<file path="config.mk">
export PLATFORM = sky130hd
export DESIGN_NAME = line_feed_ctrl
export DESIGN_NICKNAME = d
export VERILOG_FILES = /design/src/rtl/line_feed_ctrl.sv
export SDC_FILE = /design/constraint.sdc
export NUM_CORES = 1
export LEC_CHECK = 0
export BUFFER_PORTS_ARGS = -buffer_cell sky130_fd_sc_hd__buf_2
export CORE_ASPECT_RATIO = 1.4
export CORE_MARGIN = 5
export CORE_UTILIZATION = 50
export DETAILED_ROUTE_END_ITERATION = 10
export MAX_ROUTING_LAYER = met4
export PLACE_DENSITY = 0.72
export SLEW_MARGIN = 0
export SYNTH_ARGS = -nofsm -noshare
export SYNTH_HDL_FRONTEND = slang
export SYNTH_SLANG_ARGS = --single-unit
export TNS_END_PERCENT = 30
</file>
<file path="constraint.sdc">
create_clock -name i_clk -period 6.32 [get_ports i_clk]
set_input_delay 0 -clock i_clk [delete_from_list [all_inputs] [get_ports i_clk]]
set_output_delay 0 -clock i_clk [all_outputs]
set_load 0.05 [all_outputs]
</file>
<file path="src/rtl/line_feed_ctrl.sv">
// Line feed controller: preloads the line buffers, then releases one source line per line-done credit.
// Optional top/bottom zero-line padding is enabled with `define LINE_FEED_PAD_EN.
module line_feed_ctrl #(
    parameter int IMG_W         = 512,
    parameter int IMG_H         = 512,
    parameter int PRELOAD_LINES = 4
) (
    input  logic       i_clk,
    input  logic       i_rst,
    input  logic       i_start,
    input  logic [7:0] i_src_data,
    input  logic       i_src_valid,
    output logic       o_src_ready,
    output logic [7:0] o_pixel_data,
    output logic       o_pixel_data_valid,
    input  logic       i_lb_intr,
    output logic       o_busy,
    output logic       o_done,
    output logic [9:0] o_lines_sent
);

    // state        | meaning
    // S_IDLE       | waiting for i_start
    // S_PRELOAD    | forwarding the first PRELOAD_LINES lines without credits
    // S_WAIT_CREDIT| line boundary; wait for a credit, drain, or finish
    // S_SEND_LINE  | forwarding one credited line
    // S_DONE       | one-cycle completion pulse

    localparam int PW = (IMG_W > 1) ? $clog2(IMG_W) : 1;
`ifdef LINE_FEED_PAD_EN
    localparam int TOTAL_LINES = IMG_H + 2;
    localparam int ROWS        = IMG_H;
`else
    localparam int TOTAL_LINES = IMG_H;
    localparam int ROWS        = IMG_H - 2;
`endif
    localparam logic [PW-1:0] PIX_LAST    = PW'(IMG_W - 1);
    localparam logic [9:0]    LINES_TOTAL = 10'(TOTAL_LINES);
    localparam logic [9:0]    PRELOAD_N   = 10'(PRELOAD_LINES);
    localparam logic [9:0]    ROWS_N      = 10'(ROWS);

    typedef enum logic [2:0] {
        S_IDLE,
        S_PRELOAD,
        S_WAIT_CREDIT,
        S_SEND_LINE,
        S_DONE
    } state_t;

    state_t        state_q, state_d;
    logic [PW-1:0] pix_q, pix_d;
    logic [9:0]    lines_q, lines_d;
    logic [2:0]    credit_q, credit_d;
    logic [9:0]    rows_q, rows_d;
    logic [7:0]    data_q, data_d;
    logic          valid_q, valid_d;

    logic sending, pad_line, accept, beat, line_end, credit_inc, credit_dec;

    always_comb begin
        state_d    = state_q;
        pix_d      = pix_q;
        lines_d    = lines_q;
        credit_d   = credit_q;
        rows_d     = rows_q;
        credit_dec = 1'b0;

        sending = (state_q == S_PRELOAD) || (state_q == S_SEND_LINE);
`ifdef LINE_FEED_PAD_EN
        pad_line = sending && ((lines_q == 10'd0) || (lines_q == 10'(IMG_H + 1)));
`else
        pad_line = 1'b0;
`endif
        o_src_ready = sending && !pad_line;
        accept      = i_src_valid && o_src_ready;
        beat        = accept || pad_line;
        line_end    = beat && (pix_q == PIX_LAST);
        credit_inc  = i_lb_intr && (state_q != S_IDLE);

        data_d  = pad_line ? 8'd0 : (accept ? i_src_data : data_q);
        valid_d = beat;

        if (beat) begin
            pix_d = line_end ? '0 : pix_q + PW'(1);
        end
        if (line_end) begin
            lines_d = lines_q + 10'd1;
        end
        if (credit_inc) begin
            rows_d = rows_q + 10'd1;
        end

        case (state_q)
            S_IDLE: begin
                if (i_start) begin
                    state_d = S_PRELOAD;
                    pix_d   = '0;
                    lines_d = '0;
                    rows_d  = '0;
                end
            end
            S_PRELOAD: begin
                if (line_end && (lines_d == PRELOAD_N)) begin
                    state_d = S_WAIT_CREDIT;
                end
            end
            S_WAIT_CREDIT: begin
                // Completion outranks draining; draining outranks spending a credit.
                if (rows_q == ROWS_N) begin
                    state_d = S_DONE;
                end else if (lines_q == LINES_TOTAL) begin
                    state_d = S_WAIT_CREDIT;
                end else if (credit_q != 3'd0) begin
                    state_d    = S_SEND_LINE;
                    credit_dec = 1'b1;
                end
            end
            S_SEND_LINE: begin
                if (line_end) begin
                    state_d = S_WAIT_CREDIT;
                end
            end
            S_DONE: begin
                state_d = S_IDLE;
            end
            default: begin
                state_d = S_IDLE;
            end
        endcase

        if (state_q == S_IDLE) begin
            credit_d = i_start ? 3'd0 : credit_q;
        end else if (credit_inc && !credit_dec && (credit_q != 3'd7)) begin
            credit_d = credit_q + 3'd1;
        end else if (credit_dec && !credit_inc) begin
            credit_d = credit_q - 3'd1;
        end
    end

    always_ff @(posedge i_clk) begin
        if (i_rst) begin
            state_q  <= S_IDLE;
            pix_q    <= '0;
            lines_q  <= '0;
            credit_q <= '0;
            rows_q   <= '0;
            data_q   <= '0;
            valid_q  <= 1'b0;
        end else begin
            state_q  <= state_d;
            pix_q    <= pix_d;
            lines_q  <= lines_d;
            credit_q <= credit_d;
            rows_q   <= rows_d;
            data_q   <= data_d;
            valid_q  <= valid_d;
        end
    end

    assign o_pixel_data       = data_q;
    assign o_pixel_data_valid = valid_q;
    assign o_lines_sent       = lines_q;
    assign o_busy             = (state_q != S_IDLE);
    assign o_done             = (state_q == S_DONE);

endmodule

</file>
==> results of run 1 <==
## per-stage QoR
stage	util	cell area, um2	hold slack [ps]	setup WS, ps
finish	0.599	2520	45.9	3930
global placement	0.557	2340	241	3990
global route	0.599	2520	67.5	3750
floorplan	-	2160	136	3830
detailed placement	0.557	2340	250	3970
CTS	0.599	2520	46.8	3940
## cell families after synthesis
kind of cell,count (synthesis)
adders and majority gates,7
DFF,44
and+or+nand+nor,125
buffers and inverters,18
AOI/OAI and AO/OA,32
muxes,5
xor gates and xnor gates,23
## worst min-delay path, cell delays in order
cell and delay, ps:
buf_2 100, nor2_1 40, nor2_1 90, a211oi_1 70
## flip-flops by register name, indices dropped and copies added (netlist names)
| signal | count |
|---|---|
| o_pixel_data | 8 |
| state_q | 3 |
| pix_q | 9 |
| o_lines_sent | 10 |
| credit_q | 3 |
| rows_q | 10 |
| o_pixel_data_valid | 1 |
## repair_timing
item,4_1_cts,5_1_grt
hold endpoints to repair,8,0
hold buffers,8,0
setup endpoints to repair,0,0
## power by group through the flow
stage / sequential (mW) / clock (mW) / combinational [mW]
after CTS: 0.319 / 0.186 / 0.211
after global routing: 0.321 / 0.197 / 0.232
after global placement: 0.325 / 0 / 0.203
after floorplan: 0.345 / 0 / 0.145
after detailed placement: 0.325 / 0 / 0.206
final: 0.319 / 0.181 / 0.210
## cell type report
cell class	count	area [um2]	share of cell area
inverter	9	33.8	0.0134
timing repair buffer	42	250	0.0995
tap	45	56.3	0.0224
clock buffer	5	68.8	0.0273
clock inverter	3	23.8	0.00945
multi-input combinational	192	1200	0.478
sequential	44	881	0.350
## per-layer routing
| metal | vias to the layer above | part of all wire | global-route usage |
|---|---|---|---|
| li1 | 943 | - | - |
| met1 | 890 | 0.43 | 0.188 |
| met2 | 28 | 0.52 | 0.284 |
| met3 | 6 | 0.035 | 0.0347 |
| met4 | 0 | 0.014 | 0.0642 |
| met5 | - | 0 | - |
## how the worst max path moves through the flow
stage / from / endpoint / slack, ps / cells past startpoint
finish: pix_q[0]$_SDFF_PP0_ / state_q[1]$_SDFFE_PP0P_ / 3930 / 10
global route: pix_q[0]$_SDFF_PP0_ / state_q[1]$_SDFFE_PP0P_ / 3750 / 10
CTS: pix_q[0]$_SDFF_PP0_ / state_q[1]$_SDFFE_PP0P_ / 3940 / 10
detailed placement: pix_q[0]$_SDFF_PP0_ / state_q[1]$_SDFFE_PP0P_ / 3970 / 10
global placement: pix_q[0]$_SDFF_PP0_ / state_q[1]$_SDFFE_PP0P_ / 3990 / 10
floorplan: o_lines_sent[0]$_SDFF_PP0_ / credit_q[2]$_SDFFE_PP0P_ / 3830 / 10
## cell usage in the layout (no fill, tap or decap), types with 8 or more instances in the layout
cell	Yosys	final
inv_1	8	8
nor2_1	31	31
nand4_1	8	8
nand2_1	41	41
dlygate4sd3_1	0	8
a21oi_1	17	17
buf_2	2	34
xor2_1	17	17
nand3_1	8	8
dfxtp_1	44	44
==> results.cfg, run 1 <==
[outcome]
status = finished, final reports clean

[grt]
grt_antenna_before_repair = 0
grt_overflow = 0
pin_count_of_the_biggest_net_entering_global_routing = 19
grt_pass1_wl_um = 7360
track_usage = 0.166
first_global_vias = 1693

[critical_path]
cp.arrival_ps = 2580
launch_instance_of_the_worst_register_to_register_path = pix_q[0]$_SDFF_PP0_
cp-start-kind = flop
path_common_cell = ha_1
setup.worst_path.end_class = flop
ff2ff_path_depth = 10
cp_top_family = simple AND/OR/NAND/NOR gates
critPathKind = flop to flop
required_time_of_the_worst_setup_path_ps = 6510
critical_path.n_buffers_inverters = 0
timing.critical_path.cells = ha_1 > nand3_1 > nor2_1 > ha_1 > nand4b_2 > nor3_2 > xor2_1 > a2111oi_4 > a31o_1 > o211a_1
timing.rr.end = state_q[1]$_SDFFE_PP0P_
rrSetupSlack_ps = 3930
critPathMaxStageDelay_ps = 390
critPathMaxFanout = 7
critical_path.slowest_cell = dfxtp_1

[power]
pwr_density_cell_nw_per_um2 = 282
netSwitchingFraction = 0.374
seq_power_share = 0.449
vdd.ir_drop.worst_mv = 0.224
pwr-share-clk = 0.254
leakagePower_nw = 1.03
p_switching_mw = 0.266
design_power_total_mw = 0.710
cellInternalPower_mw = 0.445
comb_power_share = 0.296

[finish]
fraction_of_layout_instances_using_a_drive_strength_above_1 = 0.190
final_net_count = 314
area_growth_syn_to_fin_pct = 16.6
fillCellCount = 395
post_layout_nonfiller_instances = 340
n_antenna_cell = 0

[min_path]
hp-class = primary input to flop
min_delay_worst_endpoint = rows_q[0]$_SDFF_PP0_
whs_path_depth = 4
hold_path_startpoint = i_lb_intr

[drt]
drt_iter0_drc = 77
routed_wirelength_um = 4460
drtAntennaViolNets = 0
drt-vias-per-instance = 5.49
detailroute.via_count = 1867
residual_drc_count = 0
drt-wirelength-per-cell_um = 13.1
drt_first_pass_iters = 4

[yosys]
most_frequent_cell_after_synthesis = dfxtp_1
ys_async_sr_fraction = 0
yosys.area_share.xor_xnor = 0.0934
synthTopCellsByCount = 44 x dfxtp_1, 41 x nand2_1, 31 x nor2_1, 17 x a21oi_1, 17 x xor2_1
synth_edf_count = 0
synthesis.area_um2 = 2160
ffs_latches_synth = 44
synth-adder-area-share = 0.0441
per_instance_average_area_after_synthesis_um2 = 8.49
synth_cell_type_count = 47
synth_flop_cell = dfxtp_1
synth.top_cells.by_area = dfxtp_1 41%, nand2_1 7.1%, xor2_1 6.9%, nor2_1 5.4%, a21oi_1 3.9%
synth_area_in_compound_gates = 0.0969
synth.top_cell.area_share = 0.408
synth.area.mux_share = 0.0255
ys.warnings.count = 0
post_synth_and_or_nand_nor_area_fraction = 0.298
synth_sequential_area_ratio = 0.408
syn_nets = 274
synthCells = 254
synth_top_cell_by_area = dfxtp_1
synth_top_family_by_area = simple AND/OR/NAND/NOR gates

[floorplanning]
placement_rows = 28
fp.dieArea_um2 = 5750
die-width_um = 65.5
core_um2 = 4200
top_level_ports = 35
initial_core_util = 0.513
dieHeight_um = 87.7

[clocking]
cts.reportedPaths.clkPinSlew_ps = 90
clk_latency_ps = 300
number_of_clock_sinks_seen_by_cts = 44
post_cts_resize_count = 0
cts-buffers-inserted = 5
cts-root-buf = clkbuf_8
clock_tree_from_tritoncts = yes
cts_buffer_depth = 2
h-tree-depth = 2
postCtsSetupRepairBufs = 0

[timing]
relSlewSlack = 0.587
setup_viol_count_final = 0
timing.final.hold_violations = 0
tightest_slew_ps = 618
fin_tns_setup_ps = 0
grt_setup_unrepaired = no
timing.final.crit_period_ps = 2390
timing.fmax_ghz = 0.418
fin_skew_ps = 8.73
finalCritPeriodShare = 0.379
final_max_slew_viol_count = 0

[place]
gp_routability_congestion = 0.787
place_hpwl_um = 3120
place_inst = 324
numPortBuffers = 34

[job]
timing.max_cap.violations = 0
Note: power is estimated with default switching activity, not from simulation.
==> run 2, diff against run 1 <==
==> constraint.sdc (replaced) <==
create_clock -name i_clk -period 2.4 [get_ports i_clk]
set_input_delay 0 -clock i_clk [delete_from_list [all_inputs] [get_ports i_clk]]
set_output_delay 0 -clock i_clk [all_outputs]
set_load 0.05 [all_outputs]
==> run 2 against run 1 <==
Against the previous run: utilization is 5.3 points higher; hold slack better by 24 ps; cell count is 4.7% higher; design area is 8.9% higher; global-route usage is 2.2 points higher; clock-buffer cell count stayed put; register-to-register slack worse by 3800 ps; critical path type unchanged; highest routed layer unchanged.
==> results.cfg, run 2 (same netlist as run 1, synthesis figures left out) <==
[timing]
relSlewSlack = 0.577
setup_ws_ps = 144
timing.final.crit_period_ps = 2260
tightest_slew_ps = 633
timing.final.hold_violations = 0
setup_viol_count_final = 0
timing.fmax_ghz = 0.443
final_max_slew_viol_count = 0
finalCritPeriodShare = 0.940
grt_setup_unrepaired = yes
fin_skew_ps = 6.00

[finish]
most-common-layout-cells = 40 x nand2_1, 38 x dfxtp_1, 34 x buf_2
n_antenna_cell = 0
fillCellCount = 331
post_layout_nonfiller_instances = 356
final_common_cell = nand2_1
final_util = 0.651
fraction_of_layout_instances_using_a_drive_strength_above_1 = 0.270
area_growth_syn_to_fin_pct = 27.0
final_net_count = 331

[floorplanning]
placement_rows = 28
die-width_um = 65.5
dieHeight_um = 87.7
initial_core_util = 0.513
core_um2 = 4200
top_level_ports = 35
fp.dieArea_um2 = 5750

[power]
cellInternalPower_mw = 1.42
pwr_density_cell_nw_per_um2 = 771
vdd.ir_drop.worst_mv = 0.670
seq_power_share = 0.394
netSwitchingFraction = 0.327
pwr-share-clk = 0.306
comb_power_share = 0.300
leakagePower_nw = 1.14
p_switching_mw = 0.690

[clocking]
number_of_clock_sinks_seen_by_cts = 44
clock_tree_from_tritoncts = yes
cts_buffer_depth = 2
h-tree-depth = 2
cts-root-buf = clkbuf_8
cts.reportedPaths.clkPinSlew_ps = 80
clk_latency_ps = 290
cts-buffers-inserted = 5

[critical_path]
critPathMaxFanout = 7
cp-start-kind = flop
setup.worst_path.end_class = flop
cp.arrival_ps = 2490
critical_path.n_buffers_inverters = 1
timing.critical_path.cells = inv_1 > ha_1 > nor4bb_1 > nand3b_1 > nand3_2 > and3_1 > fa_1 > mux2_1 > nor2_1
critical_path.slowest_cell = fa_1
critPathMaxStageDelay_ps = 400
cp_top_family = simple AND/OR/NAND/NOR gates
required_time_of_the_worst_setup_path_ps = 2630
critPathKind = flop to flop

[place]
gp_routability_congestion = 0.866
pre_cts_setup_slack_ps = 108
place_hpwl_um = 3450
numPortBuffers = 34
place_inst = 336

[outcome]
status = finished, final reports clean

[drt]
drt_iter0_drc = 91
drt-wirelength-per-cell_um = 13.7
drt-vias-per-instance = 5.41
residual_drc_count = 0
drt_first_pass_iters = 4
drtAntennaViolNets = 0
routed_wirelength_um = 4880
detailroute.via_count = 1926

[min_path]
hp-class = primary input to flop

[grt]
first_global_vias = 1843
grt_overflow = 0
track_usage = 0.188
pin_count_of_the_biggest_net_entering_global_routing = 19
grt_antenna_before_repair = 0
grt_pass1_wl_um = 8140

[job]
timing.max_cap.violations = 0
==> run 2: repair_timing <==
| action | in CTS | in global routing |
|---|---|---|
| buffers inserted | 0 | 5 |
| gates resized for setup | 0 | 15 |
| endpoints found under the setup margin | 0 | 4 |
| endpoints found under the hold margin | 8 | 0 |
| hold buffers | 8 | 0 |
==> run 2: power groups by stage <==
stage          logic [mW]  registers (mW)  clock network [mW]
2_1_floorplan       0.382           0.907                   0
3_3_place_gp        0.588           0.845                   0
3_5_place_dp        0.594           0.846                   0
4_1_cts             0.610           0.830               0.664
5_1_grt             0.695           0.843               0.696
6_report            0.632           0.832               0.646
==> run 2: final cells by class <==
class	count	area, um2	share of cell area
clock buffers	5	68.8	0.0251
clock inverters	2	60.1	0.0219
inverters	9	33.8	0.0123
multi-input cells	192	1250	0.456
flip-flops and latches	44	893	0.326
well taps	45	56.3	0.0206
repair buffers	59	378	0.138
==> run 2: worst register-to-register path, stage by stage, from the launching register on <==
cell      delay [ps]
dfxtp_4          370
inv_1             90
ha_1             140
nor4bb_1         280
nand3b_1         200
nand3_2          160
and3_1           180
fa_1             400
mux2_1           300
nor2_1            70
==> run 2: metal layers <==
metal	GRT usage	up-vias	wire [um]
li1	-	978	-
met5	-	-	0
met2	0.339	38	2660
met1	0.194	896	1950
met4	0.0774	0	113
met3	0.0424	14	158
==> run 2: through the flow <==
stage          hold WS, ps  setup TNS (ps)  area (um2)  power, mW
6_report              70.3               0        2740       2.11
3_5_place_dp           249               0        2440       1.44
2_1_floorplan          136               0        2160       1.29
5_1_grt               82.1           -58.2        2740       2.23
4_1_cts               62.1               0        2650       2.10
3_3_place_gp           241               0        2440       1.43
==> run 2: final timing paths <==
kind / depth (start not counted) / startpoint / to / slack (ps)
setup / recovery: 9 / o_lines_sent[0]$_SDFF_PP0_ / credit_q[1]$_SDFFE_PP0P_ / 140
hold / removal: 2 / i_rst / credit_q[1]$_SDFFE_PP0P_ / 70
setup reg to reg: 9 / o_lines_sent[0]$_SDFF_PP0_ / credit_q[1]$_SDFFE_PP0P_ / 140
hold reg to reg: 2 / o_pixel_data[7]$_SDFFE_PP0N_ / o_pixel_data[7]$_SDFFE_PP0N_ / 460
